`config.mk`:
```
export PLATFORM = sky130hd
export DESIGN_NAME = calc_sequencer
export DESIGN_NICKNAME = d
export VERILOG_FILES = /design/src/rtl/calc_sequencer.sv
export SDC_FILE = /design/constraint.sdc
export NUM_CORES = 1
export LEC_CHECK = 0
export CORE_ASPECT_RATIO = 0.5
export CORE_MARGIN = 5
export CORE_UTILIZATION = 46
export CTS_BUF_LIST = sky130_fd_sc_hd__clkbuf_16
export CTS_CLUSTER_SIZE = 20
export DETAILED_ROUTE_END_ITERATION = 12
export GPL_ROUTABILITY_DRIVEN = 0
export MAX_ROUTING_LAYER = met4
export PLACE_DENSITY = 0.8
export RECOVER_POWER = 25
export SLEW_MARGIN = 20
export SYNTH_ARGS = -nofsm -noshare
export SYNTH_HDL_FRONTEND = slang
export SYNTH_SLANG_ARGS = --single-unit
```
`constraint.sdc`:
```
create_clock -name clk -period 2.6 [get_ports clk]
set_input_delay 0.39 -clock clk [delete_from_list [all_inputs] [get_ports clk]]
set_output_delay 0.39 -clock clk [all_outputs]
set_load 0.02 [all_outputs]
```
`src/rtl/calc_sequencer.sv`:
```
// calc_sequencer: MiniCalculator operation sequencer (button -> multi-cycle ALU).
// Optional one-deep pending-op slot enabled by defining CALC_SEQ_PENDING_EN.
module calc_sequencer #(
    parameter int WIDTH   = 8,
    parameter int TIMEOUT = 64
) (
    input  logic               clk,
    input  logic               rst,
    input  logic [3:0]         btn_i,
    input  logic [WIDTH-1:0]   opa_i,
    input  logic [WIDTH-1:0]   opb_i,
    output logic               alu_start_o,
    output logic [1:0]         alu_op_o,
    output logic [WIDTH-1:0]   alu_a_o,
    output logic [WIDTH-1:0]   alu_b_o,
    input  logic               alu_done_i,
    input  logic [2*WIDTH-1:0] alu_result_i,
    output logic [2*WIDTH-1:0] result_o,
    output logic               result_valid_o,
    output logic               done_o,
    output logic               busy_o,
    output logic               err_divzero_o,
    output logic               err_timeout_o
);

    typedef enum logic [1:0] {
        IDLE  = 2'd0,
        ISSUE = 2'd1,
        WAIT  = 2'd2
    } state_t;

    localparam logic [1:0]  OP_DIV   = 2'b11;
    localparam logic [15:0] TMO_LAST = 16'(TIMEOUT - 1);

    state_t               state_q;
    logic [1:0]           op_q;
    logic [WIDTH-1:0]     a_q;
    logic [WIDTH-1:0]     b_q;
    logic                 start_q;
    logic [2*WIDTH-1:0]   result_q;
    logic                 rv_q;
    logic                 done_q;
    logic                 busy_q;
    logic                 divz_q;
    logic                 tmo_q;
    logic [15:0]          cnt_q;

    // Op offered to the FSM this cycle (button or pending slot)
    logic                 acc_vld_d;
    logic [1:0]           acc_op_d;
    logic [WIDTH-1:0]     acc_a_d;
    logic [WIDTH-1:0]     acc_b_d;

    // Highest-priority pressed button wins: add > sub > mul > div
    function automatic logic [1:0] enc_op(input logic [3:0] b);
        logic [1:0] op;
        op = OP_DIV;
        priority case (1'b1)
            b[3]:    op = 2'b00;
            b[2]:    op = 2'b01;
            b[1]:    op = 2'b10;
            default: op = OP_DIV;
        endcase
        return op;
    endfunction

`ifdef CALC_SEQ_PENDING_EN
    logic             pend_q;
    logic [1:0]       pend_op_q;
    logic [WIDTH-1:0] pend_a_q;
    logic [WIDTH-1:0] pend_b_q;

    // A full slot takes precedence over a live press in IDLE
    always_comb begin
        acc_vld_d = 1'b0;
        acc_op_d  = enc_op(btn_i);
        acc_a_d   = opa_i;
        acc_b_d   = opb_i;
        if (pend_q) begin
            acc_vld_d = 1'b1;
            acc_op_d  = pend_op_q;
            acc_a_d   = pend_a_q;
            acc_b_d   = pend_b_q;
        end else begin
            acc_vld_d = (btn_i != 4'b0000);
        end
    end

    // Slot fills on the first press while busy, drains in IDLE
    always_ff @(posedge clk or posedge rst) begin
        if (rst) begin
            pend_q    <= 1'b0;
            pend_op_q <= 2'b00;
            pend_a_q  <= '0;
            pend_b_q  <= '0;
        end else if (state_q == IDLE) begin
            pend_q <= 1'b0;
        end else if (btn_i != 4'b0000 && !pend_q) begin
            pend_q    <= 1'b1;
            pend_op_q <= enc_op(btn_i);
            pend_a_q  <= opa_i;
            pend_b_q  <= opb_i;
        end
    end
`else
    // Only a live press can start an op
    always_comb begin
        acc_vld_d = (btn_i != 4'b0000);
        acc_op_d  = enc_op(btn_i);
        acc_a_d   = opa_i;
        acc_b_d   = opb_i;
    end
`endif

    // Sequencer FSM with registered outputs
    always_ff @(posedge clk or posedge rst) begin
        if (rst) begin
            state_q  <= IDLE;
            op_q     <= 2'b00;
            a_q      <= '0;
            b_q      <= '0;
            start_q  <= 1'b0;
            result_q <= '0;
            rv_q     <= 1'b0;
            done_q   <= 1'b0;
            busy_q   <= 1'b0;
            divz_q   <= 1'b0;
            tmo_q    <= 1'b0;
            cnt_q    <= '0;
        end else begin
            start_q <= 1'b0;
            done_q  <= 1'b0;
            case (state_q)
                IDLE: begin
                    if (acc_vld_d) begin
                        op_q     <= acc_op_d;
                        a_q      <= acc_a_d;
                        b_q      <= acc_b_d;
                        result_q <= '0;
                        tmo_q    <= 1'b0;
                        if (acc_op_d == OP_DIV && acc_b_d == '0) begin
                            // Divide-by-zero resolves without the ALU
                            rv_q   <= 1'b1;
                            divz_q <= 1'b1;
                            done_q <= 1'b1;
                        end else begin
                            rv_q    <= 1'b0;
                            divz_q  <= 1'b0;
                            start_q <= 1'b1;
                            busy_q  <= 1'b1;
                            state_q <= ISSUE;
                        end
                    end
                end
                ISSUE: begin
                    cnt_q   <= '0;
                    state_q <= WAIT;
                end
                WAIT: begin
                    if (alu_done_i) begin
                        result_q <= alu_result_i;
                        rv_q     <= 1'b1;
                        done_q   <= 1'b1;
                        busy_q   <= 1'b0;
                        state_q  <= IDLE;
                    end else if (cnt_q == TMO_LAST) begin
                        tmo_q   <= 1'b1;
                        done_q  <= 1'b1;
                        busy_q  <= 1'b0;
                        state_q <= IDLE;
                    end else begin
                        cnt_q <= cnt_q + 16'd1;
                    end
                end
                default: begin
                    busy_q  <= 1'b0;
                    state_q <= IDLE;
                end
            endcase
        end
    end

    assign alu_start_o    = start_q;
    assign alu_op_o       = op_q;
    assign alu_a_o        = a_q;
    assign alu_b_o        = b_q;
    assign result_o       = result_q;
    assign result_valid_o = rv_q;
    assign done_o         = done_q;
    assign busy_o         = busy_q;
    assign err_divzero_o  = divz_q;
    assign err_timeout_o  = tmo_q;

endmodule

```
# Word-level counts from Yosys, hierarchy flattened

Index checks and enable logic that the tools add are counted.

Equality and inequality tests: 11
Add/sub/neg operators: 1
Multiplexer cells: 34
Bitwise gates (word level): 1
Reduce and logical (&&, ||, !) cells: 12

Operators by type and width:

| cell                  | count |
|---|---|
| $mux 16               | 4 |
| $pmux 16 s2           | 2 |
| $mux 1                | 17 |
| $add 16x1->16 const B | 1 |
| $eq 16x6->1 const B   | 1 |
| $mux 2                | 6 |
| $ne 2x2->1 const B    | 6 |
| $reduce_and 3->1      | 3 |
| $logic_not 8->1       | 1 |
| $reduce_and 4->1      | 2 |
| $pmux 1 s2            | 3 |
| $pmux 2 s3            | 1 |
| $eq 2x2->1 const B    | 2 |
| $reduce_bool 2->1     | 2 |
| $reduce_bool 4->1     | 1 |
| $ne 3x3->1 const B    | 1 |
| $pmux 1 s3            | 1 |
| $eq 2x1->1 const B    | 1 |
| $logic_not 2->1       | 1 |
| $reduce_and 2->1      | 1 |
| $logic_and 1x1->1     | 1 |
| $not 1->1             | 1 |

Input bits: 39
Flip-flop bits (word level): 58
Output and inout port bits: 40
Logic and storage cells: 71

# Longest topological paths before layout

Depth in word-level cells: 8
Mapped depth: 7

# Worst setup path after synthesis

OpenSTA, ideal clock, no wires.

Kind: reg-to-reg
Start: reg state_q[0]
End: reg cnt_q[13]
Stages on the path, launching flop included: 6
Arrival time: 1.783 ns
Setup slack: 0.740 ns
Period minus slack after synthesis: 1.860 ns
Buffers on the path: 1
Cells stage by stage: dfrtp_1 > or3b_1 > buf_2 > or3_4 > or3_1 > a21oi_1

Word-level cells in the longest chain between the ends: 3

RTL lines:

| element                                                          | RTL line | source |
|---|---|---|
| start, declared                                                  | 35       | `state_t state_q;` |
| start signal, assigned                                           | 118      | `state_q <= IDLE;` |
| start signal, assigned                                           | 151      | `state_q <= ISSUE;` |
| start signal, assigned                                           | 157      | `state_q <= WAIT;` |
| $eq 2x2->1 or $eq 2x1->1 (tied branches)                         | 133      | `case (state_q)` |
| $ne 2x2->1 (no source line) or $reduce_bool 2->1 (tied branches) | n/a      |  |
| $reduce_and 3->1 (no source line)                                | n/a      |  |
| end signal, assigned                                             | 172      | `cnt_q <= cnt_q + 16'd1;` |
| end, declared                                                    | 46       | `logic [15:0] cnt_q;` |

Several ways; a longest one is shown, not always the timed one.
A chain may end at the register's enable or synchronous reset.

# Worst setup path in the final report

Start: in alu_done_i
End: reg cnt_q[13]

Word-level cells in the longest chain between the ends: 2

RTL lines:

| element                           | RTL line | source |
|---|---|---|
| start, declared                   | 16       | `input logic alu_done_i,` |
| $ne 2x2->1 (no source line)       | n/a      |  |
| $reduce_and 3->1 (no source line) | n/a      |  |

Every way passes these cells.

==> impl_metrics.env <==
export IMPL_final_max_slew_viol_count=0
export IMPL_wl_met1_um=2960
export IMPL_ys_warnings_count=0
export IMPL_root_buffer="clkbuf_16"
export IMPL_postRouteAntennaNets=0
export IMPL_path_cells="clkdlybuf4s50_1, or3b_1, or3_4, or3_1, a21oi_1"
export IMPL_synthMuxAreaShare_pct=1.96
export IMPL_r2r_end="cnt_q[1]"
export IMPL_maxCapViolations=0
export IMPL_synthAdderAreaFrac_pct=0.491
export IMPL_cts_made_buffers=9
export IMPL_min_path_cells=2
export IMPL_hpwl_um=4820
export IMPL_grt_max_degree=34
export IMPL_die_area_mm2=0.00722
export IMPL_cts_hold_buffers_added=0
export IMPL_chipWidth_um=115
export IMPL_grt_pass1_vias=2354
export IMPL_ir_worst_vdd_mv=0.550
export IMPL_timing_setup_tns_ns=0
export IMPL_critPathKind="in2reg"
export IMPL_power_density_mw_per_mm2=1150
export IMPL_htreeDepth=3
export IMPL_n_antenna_cell=0
export IMPL_wl_met3_um=296
export IMPL_synth_edff_count=0
export IMPL_ios=79
export IMPL_wire_per_inst_um=15.8
export IMPL_slew_headroom_pct=33.8
export IMPL_track_usage_pct=21.2
export IMPL_r2r_slack_ns=0.57
export IMPL_fp_row_count=19
export IMPL_cts_path_max_buffers=2
export IMPL_synth_compound_area_share_pct=9.96
export IMPL_ys_types=34
export IMPL_overflow=0
export IMPL_yosysSeqAreaShare_pct=56.9
export IMPL_syn_inst=273
export IMPL_setup_viol=0
export IMPL_fp_dieH_um=62.6
export IMPL_min_period_ns=2.03
export IMPL_portBuffers=78
export IMPL_fill_cells=411
export IMPL_finalHoldViolCount=0
export IMPL_hp_class="reg2reg"
export IMPL_wl_met2_um=3420
export IMPL_clock_skew_ns=0.00300
export IMPL_final_util_pct=68.2
export IMPL_synthSimpleGateAreaFrac_pct=25.5
export IMPL_final_instance_count_excl_fill=434
export IMPL_critPathMaxFanout=6
export IMPL_grt_pass1_wl_um=11700
export IMPL_leakage_nw=1.64
export IMPL_first_pass_iters=5
export IMPL_drc_errors=0
export IMPL_critPathCaptureType="flop"
export IMPL_synthFlopType="dfrtp_1"
export IMPL_routed_via_count=2296
export IMPL_core_area_mm2=0.00542
export IMPL_start_util_pct=47.0
export IMPL_outcome="completed"
export IMPL_clock_sinks=58
export IMPL_hp_start="alu_b_o[3]"
export IMPL_synthesis_area_mm2=0.00255
export IMPL_top_layer_used="met4"
export IMPL_cts_tree="done"
export IMPL_totalWireLength_um=6840
export IMPL_synthXorXnorAreaFrac_pct=0.687
export IMPL_nets=397
export IMPL_synth_fp_nets=313
export IMPL_rr_startpoint="cnt_q[0]"
export IMPL_critPathLaunchType="primary input"
export IMPL_ctsResizeCount=0
export IMPL_path_clk_slew_ns=0.05
export IMPL_worstMarginPinSlew_ns=0.992
export IMPL_fin_crit_sh_pct=78.0
export IMPL_min_to="alu_b_o[3]"
export IMPL_placed_cells=419
export IMPL_cp_arrival_ns=2.27
export IMPL_fmax_mhz=493
export IMPL_avgSynthCellArea_um2=9.34
export IMPL_vias_per_cell=5.29
export IMPL_rr_worst_depth=5
export IMPL_post_cts_setup_buffer_count=0
export IMPL_slowest_stage="clkdlybuf4s50_1"
export IMPL_clk_latency_ns=0.32
export IMPL_cp_required_ns=2.85
export IMPL_setup_ws_ns=0.571
export IMPL_drive_gt1_share_pct=6.09
export IMPL_antenna_found_initial=0
export IMPL_ys_ff_latch=58
export IMPL_async_reset_ff_share_pct=100
export IMPL_rsz0062_at_grt="false"
export IMPL_drt_initial_drc_count=109
export IMPL_syn2layout_area_growth_pct=45.0
export IMPL_slowest_delay_ns=0.53
export IMPL_synth_top_family_by_area="simple AND/OR/NAND/NOR gates"
export IMPL_place_ws_ns=0.303
## through the flow
step | total power, mW | hold slack (ns) | area [µm²]
floorplan | 2.35 | 0.468 | 2550
global placement | 3.17 | 0.458 | 3430
detailed placement | 3.23 | 0.464 | 3430
CTS | 4.26 | 0.463 | 3690
global route | 4.52 | 0.515 | 3700
finish | 4.24 | 0.470 | 3700
## cell usage in the layout, fill, tap and decap left out, types with 6 or more instances in the layout
cell and n:
buf_4 6, clkbuf_16 9, clkdlybuf4s50_1 77, dfrtp_1 58, inv_1 19, nand2_1 66
nand3_1 20, nor2_1 8, o21ai_0 24
## sequential cells by signal, summed over array words and instances, names as in the netlist
signal          count
err_timeout_o       1
alu_start_o         1
state_q             2
result_valid_o      1
cnt_q              16
err_divzero_o       1
busy_o              1
done_o              1
alu_op_o            2
alu_b_o             8
alu_a_o             8
result_o           16
## kinds of logic after synthesis
kind of cell | Yosys count
fa+ha+maj | 1
flops | 58
mux | 5
simple gates | 134
compound gates | 43
buf+inv | 30
xor+xnor | 2
## worst max path at each step
stage / start / endpoint / slack [ns]
global route: rst / alu_a_o[5] / 0.22
CTS: state_q[1] / err_divzero_o / 0.50
global placement: alu_done_i / cnt_q[13] / 0.33
floorplan: state_q[0] / cnt_q[13] / 0.74
detailed placement: alu_done_i / cnt_q[13] / 0.30
finish: alu_done_i / cnt_q[13] / 0.57
## worst max-delay path: cells and delay by family
family | cells | cell delay, ns
AND/OR/NAND/NOR | 3 | 1.19
buffers and inverters | 1 | 0.53
AO/OA/AOI/OAI | 1 | 0.15
## final cells by class
cell class	instances	area [µm²]	area share (%)
inverter	18	67.6	1.83
clock buffer	9	225	6.09
timing repair buffer	85	830	22.4
sequential	58	1450	39.3
multi-input combinational	185	1010	27.2
tap	73	91.3	2.47
clock inverter	6	26.3	0.711
## per-layer routing
metal | GRT usage, % | vias up
met5 | - | -
met4 | 7.17 | 0
met3 | 6.67 | 13
met2 | 34.1 | 61
met1 | 25.2 | 1121
li1 | - | 1101
## power breakdown
part           switching [mW]  internal (mW)
combinational            1.04          0.779
sequential              0.200           1.22
clock                   0.377          0.621
total                    1.62           2.62
## synthesized netlist by cell type, drive strengths merged, types with 5 or more instances
cell | count | area (µm²)
inv | 18 | 67.6
clkbuf | 11 | 41.3
nand2 | 66 | 248
or3 | 5 | 36.3
a21oi | 5 | 25.0
mux2i | 5 | 50.1
nand3 | 20 | 100
dfrtp | 58 | 1450
o21ai | 25 | 125
nor4 | 5 | 31.3
nor2 | 9 | 33.8
No activity file was read; power rests on OpenSTA's default activity.
